### src/rtl/i2c_reg_seq.sv
// I2C register-access sequencer: pointer byte, then register writes or reads with bus ack/timeout.
// Optional macro I2C_REG_SEQ_AUTOINC_EN makes the register pointer advance after each access.
module i2c_reg_seq #(
  parameter int ADDR_W      = 8,
  parameter int ACK_TIMEOUT = 255
) (
  input  logic              clk,
  input  logic              rst,
  input  logic              i2c_start,
  input  logic              i2c_read,
  input  logic              i2c_stop,
  input  logic [7:0]        write_data,
  input  logic              write_valid,
  output logic              write_ready,
  output logic [7:0]        read_data,
  output logic              read_valid,
  input  logic              read_ready,
  output logic [ADDR_W-1:0] reg_addr,
  output logic [7:0]        reg_wdata,
  output logic              reg_we,
  output logic              reg_re,
  input  logic [7:0]        reg_rdata,
  input  logic              reg_ack,
  output logic              err
);

  typedef enum logic [2:0] {IDLE, PTR, WR_WAIT, WR_BUS, RD_BUS, RD_HOLD} state_e;

  localparam logic [15:0] TMO = 16'(ACK_TIMEOUT);

  state_e            state_q, state_d;
  logic [ADDR_W-1:0] ptr_q, ptr_d, ptr_inc;
  logic [15:0]       cnt_q, cnt_d;
  logic              err_q, err_d;
  logic              rvalid_q, rvalid_d;
  logic [7:0]        rdata_q, rdata_d;
  logic              we_q, we_d, re_q, re_d;
  logic [7:0]        wdata_q, wdata_d;
  logic              pend_start_q, pend_start_d;
  logic              pend_stop_q, pend_stop_d;
  logic              pend_read_q, pend_read_d;

  logic ack_ok, timeout, done, eff_start, eff_stop, go_start, go_rd;

`ifdef I2C_REG_SEQ_AUTOINC_EN
  assign ptr_inc = ptr_q + ADDR_W'(1);
`else
  assign ptr_inc = ptr_q;
`endif

  // The strobe cycle itself (cnt 0) never completes a bus cycle; the earliest ack is one cycle later.
  assign ack_ok  = reg_ack && (cnt_q != 16'd0);
  assign timeout = !ack_ok && (cnt_q == TMO);
  assign done    = ack_ok || timeout;

  // A start in the completing cycle beats everything; a later stop cancels an earlier latched start.
  assign eff_start = i2c_start || (pend_start_q && !i2c_stop);
  assign eff_stop  = !i2c_start && (i2c_stop || pend_stop_q);

  always_comb begin
    // NOTE: every variable gets a default first so no path through the case infers a latch.
    state_d      = state_q;
    ptr_d        = ptr_q;
    cnt_d        = 16'd0;
    err_d        = err_q;
    rvalid_d     = rvalid_q;
    rdata_d      = rdata_q;
    we_d         = 1'b0;
    re_d         = 1'b0;
    wdata_d      = wdata_q;
    pend_start_d = pend_start_q;
    pend_stop_d  = pend_stop_q;
    pend_read_d  = pend_read_q;
    write_ready  = 1'b0;
    go_start     = 1'b0;
    go_rd        = i2c_read;

    if (state_q == WR_BUS || state_q == RD_BUS) begin
      cnt_d = cnt_q + 16'd1;
      if (i2c_start) begin
        pend_start_d = 1'b1;
        pend_stop_d  = 1'b0;
        pend_read_d  = i2c_read;
      end else if (i2c_stop) begin
        pend_stop_d  = 1'b1;
        pend_start_d = 1'b0;
      end
      if (done) begin
        cnt_d        = 16'd0;
        pend_start_d = 1'b0;
        pend_stop_d  = 1'b0;
        go_rd        = i2c_start ? i2c_read : pend_read_q;
        if (timeout) err_d = 1'b1;
      end
    end

    case (state_q)
      IDLE: if (i2c_start) go_start = 1'b1;
      PTR: begin
        write_ready = 1'b1;
        if (i2c_start) go_start = 1'b1;
        else if (i2c_stop) state_d = IDLE;
        else if (write_valid) begin
          ptr_d   = ADDR_W'(write_data);
          state_d = WR_WAIT;
        end
      end
      WR_WAIT: begin
        write_ready = 1'b1;
        if (i2c_start) go_start = 1'b1;
        else if (i2c_stop) state_d = IDLE;
        else if (write_valid) begin
          wdata_d = write_data;
          we_d    = 1'b1;
          state_d = WR_BUS;
        end
      end
      WR_BUS: if (done) begin
        ptr_d = ptr_inc;
        if (eff_start) go_start = 1'b1;
        else if (eff_stop) state_d = IDLE;
        else state_d = WR_WAIT;
      end
      RD_BUS: if (done) begin
        if (eff_start) go_start = 1'b1;
        else if (eff_stop) state_d = IDLE;
        else begin
          rdata_d  = ack_ok ? reg_rdata : 8'hFF;
          rvalid_d = 1'b1;
          state_d  = RD_HOLD;
        end
      end
      RD_HOLD: begin
        if (i2c_start) go_start = 1'b1;
        else if (i2c_stop) begin
          rvalid_d = 1'b0;
          state_d  = IDLE;
        end else if (read_ready) begin
          rvalid_d = 1'b0;
          ptr_d    = ptr_inc;
          re_d     = 1'b1;
          state_d  = RD_BUS;
        end
      end
      default: state_d = IDLE;
    endcase

    if (go_start) begin
      rvalid_d = 1'b0;
      re_d     = go_rd;
      state_d  = go_rd ? RD_BUS : PTR;
    end
  end

  always_ff @(posedge clk) begin
    if (rst) begin
      state_q      <= IDLE;
      ptr_q        <= '0;
      cnt_q        <= 16'd0;
      err_q        <= 1'b0;
      rvalid_q     <= 1'b0;
      rdata_q      <= 8'h00;
      we_q         <= 1'b0;
      re_q         <= 1'b0;
      wdata_q      <= 8'h00;
      pend_start_q <= 1'b0;
      pend_stop_q  <= 1'b0;
      pend_read_q  <= 1'b0;
    end else begin
      state_q      <= state_d;
      ptr_q        <= ptr_d;
      cnt_q        <= cnt_d;
      err_q        <= err_d;
      rvalid_q     <= rvalid_d;
      rdata_q      <= rdata_d;
      we_q         <= we_d;
      re_q         <= re_d;
      wdata_q      <= wdata_d;
      pend_start_q <= pend_start_d;
      pend_stop_q  <= pend_stop_d;
      pend_read_q  <= pend_read_d;
    end
  end

  assign reg_addr   = ptr_q;
  assign reg_wdata  = wdata_q;
  assign reg_we     = we_q;
  assign reg_re     = re_q;
  assign read_data  = rdata_q;
  assign read_valid = rvalid_q;
  assign err        = err_q;

endmodule
### config.mk
export PLATFORM = sky130hd
export DESIGN_NAME = i2c_reg_seq
export DESIGN_NICKNAME = d
export VERILOG_FILES = /design/src/rtl/i2c_reg_seq.sv
export SDC_FILE = /design/constraint.sdc
export NUM_CORES = 1
export LEC_CHECK = 0
export ABC_CLOCK_PERIOD_IN_PS = 2800
export BUFFER_PORTS_ARGS = -buffer_cell sky130_fd_sc_hd__buf_2
export CORE_AREA = 2 2 79 81
export CTS_BUF_LIST = sky130_fd_sc_hd__clkbuf_8 sky130_fd_sc_hd__clkbuf_16
export CTS_CLUSTER_SIZE = 8
export DETAILED_ROUTE_END_ITERATION = 16
export DIE_AREA = 0 0 81 83
export MAX_ROUTING_LAYER = met4
export PLACE_DENSITY = 0.69
export SLEW_MARGIN = 20
export SYNTH_ARGS = -nofsm -noshare
export SYNTH_HDL_FRONTEND = slang
export SYNTH_SLANG_ARGS = --single-unit
### constraint.sdc
create_clock -name clk -period 2.8 [get_ports clk]
set_input_delay 0.42 -clock clk [delete_from_list [all_inputs] [get_ports clk]]
set_output_delay 0.42 -clock clk [all_outputs]
set_load 0.02 [all_outputs]
==> results.py <==
metrics = {
    "timing": {
        "worstMarginPinSlew_ns": 0.551,
        "hold_viol": 0,
        "skew_ns": 0.00603,
        "finalMaxSlewViolations": 0,
        "finalCriticalPeriod_ns": 2.16,
        "setup_viol": 0,
        "fmax_ghz": 0.462,
        "rsz0062_at_grt": "no",
        "post-route-period-util_pct": 77.3,
        "fin_tns_setup_ns": 0,
        "holdWs_ns": 0.362,
        "fin_ws_ns": 0.636,
        "slew_headroom_pct": 63.1,
    },
    "detailed_routing": {
        "wirelength_mm": 4.64,
        "first_iter_violations": 81,
        "drc": 0,
        "ant_nets": 0,
        "routedWlPerCell_um": 12.8,
        "met2WireLength_mm": 2.30,
        "top_layer": "met4",
        "wl_met3_um": 154,
        "dr.pass1.iters": 4,
        "vias": 1835,
        "via_per_inst": 5.06,
        "wl_met1_mm": 2.09,
    },
    "logic_synthesis": {
        "ys_warn_count": 0,
        "async_reset_ff_share_pct": 0,
        "synthCells": 240,
        "synth_top_area_cell": "dfxtp_1",
        "synth_area_sq_um": 2250,
        "syn_avg_cell_area_sq_um": 9.39,
        "ys_types": 50,
        "netlist_top_cells_area": "dfxtp_1 (44%), mux2i_1 (8.9%), nor2_1 (8.3%)",
        "yosys.area.top_type_share_pct": 44.4,
        "ys_ff_latch": 50,
        "synth_fp_nets": 267,
        "ys_seq_area_share_pct": 44.4,
        "synth_ff_type": "dfxtp_1",
        "synth_edf_count": 0,
    },
    "finish": {
        "layout-drive-gt1-share_pct": 26.7,
        "mostFrequentLayoutCell": "buf_2",
        "num-nets-final": 314,
        "synthToLayoutAreaGrowth_pct": 19.6,
        "antennaDiodeCount": 0,
        "mostFrequentLayoutCells": "buf_2 (52), nor2_1 (50), dfxtp_1 (50)",
    },
    "placed_design": {
        "portBuffers": 52,
        "dp_hpwl_mm": 3.44,
        "place_ws_ns": 0.656,
        "routabilityCongestion": 0.790,
    },
    "pwr": {
        "ir_drop_uv": 256,
        "leakagePower_uw": 0.00118,
        "power_uw": 1430,
        "powerDensity_nw_per_um2": 529,
    },
    "worst_setup_path": {
        "cp-start-kind": "register",
        "rrSetupSlack_ns": 0.64,
        "r2r_start": "cnt_q[0]",
        "end_kind": "register",
        "reg2reg_to": "read_data[1]",
        "critPathMaxFanout": 8,
        "r2r_cells": 6,
        "cp.required_ns": 2.99,
        "critPathKind": "register to register",
        "arrival_ns": 2.35,
    },
    "clocking": {
        "cts.sinks": 50,
        "post_cts_resized": 0,
        "clk_path_buf_depth": 2,
        "clk_latency_ns": 0.30,
        "path_clk_slew_ns": 0.09,
        "htree_levels": 2,
        "cts_root_buf": "clkbuf_8",
        "cts_made_buffers": 5,
        "cts_setup_buffers": 0,
        "cts_hold_buffers": 0,
        "cts_tree": "yes",
    },
    "floorplan": {
        "fp-row-count": 28,
        "die_w_um": 81,
        "die_h_um": 83,
        "design.die.area_sq_um": 6720,
        "initial_core_util_pct": 38.8,
        "io_pins": 53,
        "coreArea_sq_um": 5820,
    },
    "run": {
        "cap_violations": 0,
    },
    "global_route": {
        "grt_max_degree": 23,
        "grt_pass1_wl_mm": 7.91,
        "grt_pass1_vias": 1733,
        "track_usage_pct": 15.0,
        "antenna_found_initial": 0,
        "grt_overflow": 0,
    },
    "min_path": {
        "hold_path_class": "input pin to register",
        "min_to": "reg_addr[4]",
        "hold_path_depth": 3,
        "hold_start": "write_data[4]",
    },
    "status": {
        "status": "completed",
    },
}
-- where the power goes --
group	switching, uW	internal (uW)
clock	229	381
combinational	53.3	37.6
sequential	9.43	717
total	292	1140
-- kinds of logic after synthesis --
kind of cell / count (synthesis) / synth area share (%)
AND/OR/NAND/NOR: 100 / 23.3
flip-flops: 50 / 44.4
AO/OA/AOI/OAI: 33 / 12.0
multiplexers: 21 / 9.38
buffers and inverters: 18 / 3.38
XOR/XNOR: 15 / 5.83
adder cells (fa/ha/maj): 3 / 1.66
-- sequential cells by signal, summed over array words and instances, names as in the netlist --
signal / count
err: 1
reg_re: 1
reg_addr: 8
cnt_q: 16
reg_wdata: 8
pend_read_q: 1
read_valid: 1
state_q: 3
reg_we: 1
pend_start_q: 1
read_data: 8
pend_stop_q: 1
-- layer usage --
layer,GRT usage [%],vias up
met5,-,-
met4,5.86,0
met3,3.37,10
met2,24.2,31
met1,18.0,856
li1,-,938
-- critical path, cell delays in order, from the launching register on --
cell     delay (ns)
dfxtp_1        0.42
inv_1          0.07
ha_1           0.19
nor3b_1        0.15
a41o_1         0.27
or4_1          0.67
o221a_2        0.30
-- worst max path at each step --
stage,slack (ns),endpoint,start
CTS,0.63,read_data[1],cnt_q[0]
floorplan,0.83,read_data[0],cnt_q[0]
finish,0.64,read_data[1],cnt_q[0]
global route,0.44,state_q[0],cnt_q[0]
global placement,0.72,read_data[7],cnt_q[0]
detailed placement,0.66,read_data[3],cnt_q[0]
-- cell type report --
cell class,count,area (sq um)
Fill cell,617,3120
Multi-Input combinational cell,172,1180
Sequential cell,50,1000
Timing Repair Buffer,52,260
Tap cell,75,93.8
Clock buffer,6,82.6
Clock inverter,2,60.1
Inverter,6,22.5
-- cells in the mapped netlist, types with 2 or more instances --
cell / instances
dfxtp_1: 50
nor2_1: 50
mux2i_1: 20
nand2_1: 11
nand3_1: 10
xor2_1: 10
o221a_2: 8
buf_2: 7
a21oi_1: 6
inv_1: 6
xnor2_1: 5
clkbuf_1: 4
ha_1: 3
nand3b_1: 3
a211oi_1: 2
and2_1: 2
and3_1: 2
nand2b_1: 2
nor2b_1: 2
nor3_1: 2
nor3b_1: 2
nor4_4: 2
o21ai_0: 2
o22ai_1: 2
or4_1: 2
-- per-stage QoR --
| stage | std cells | util, % | cell area (sq um) |
|---|---|---|---|
| final | 363 | 46.4 | 2700 |
| after global routing | 363 | 46.4 | 2700 |
| after global placement | 355 | 43.9 | 2550 |
| after detailed placement | 355 | 43.9 | 2550 |
| after floorplan | 240 | - | 2250 |
| after CTS | 363 | 46.4 | 2700 |
Note: power is estimated with default switching activity, not from simulation.
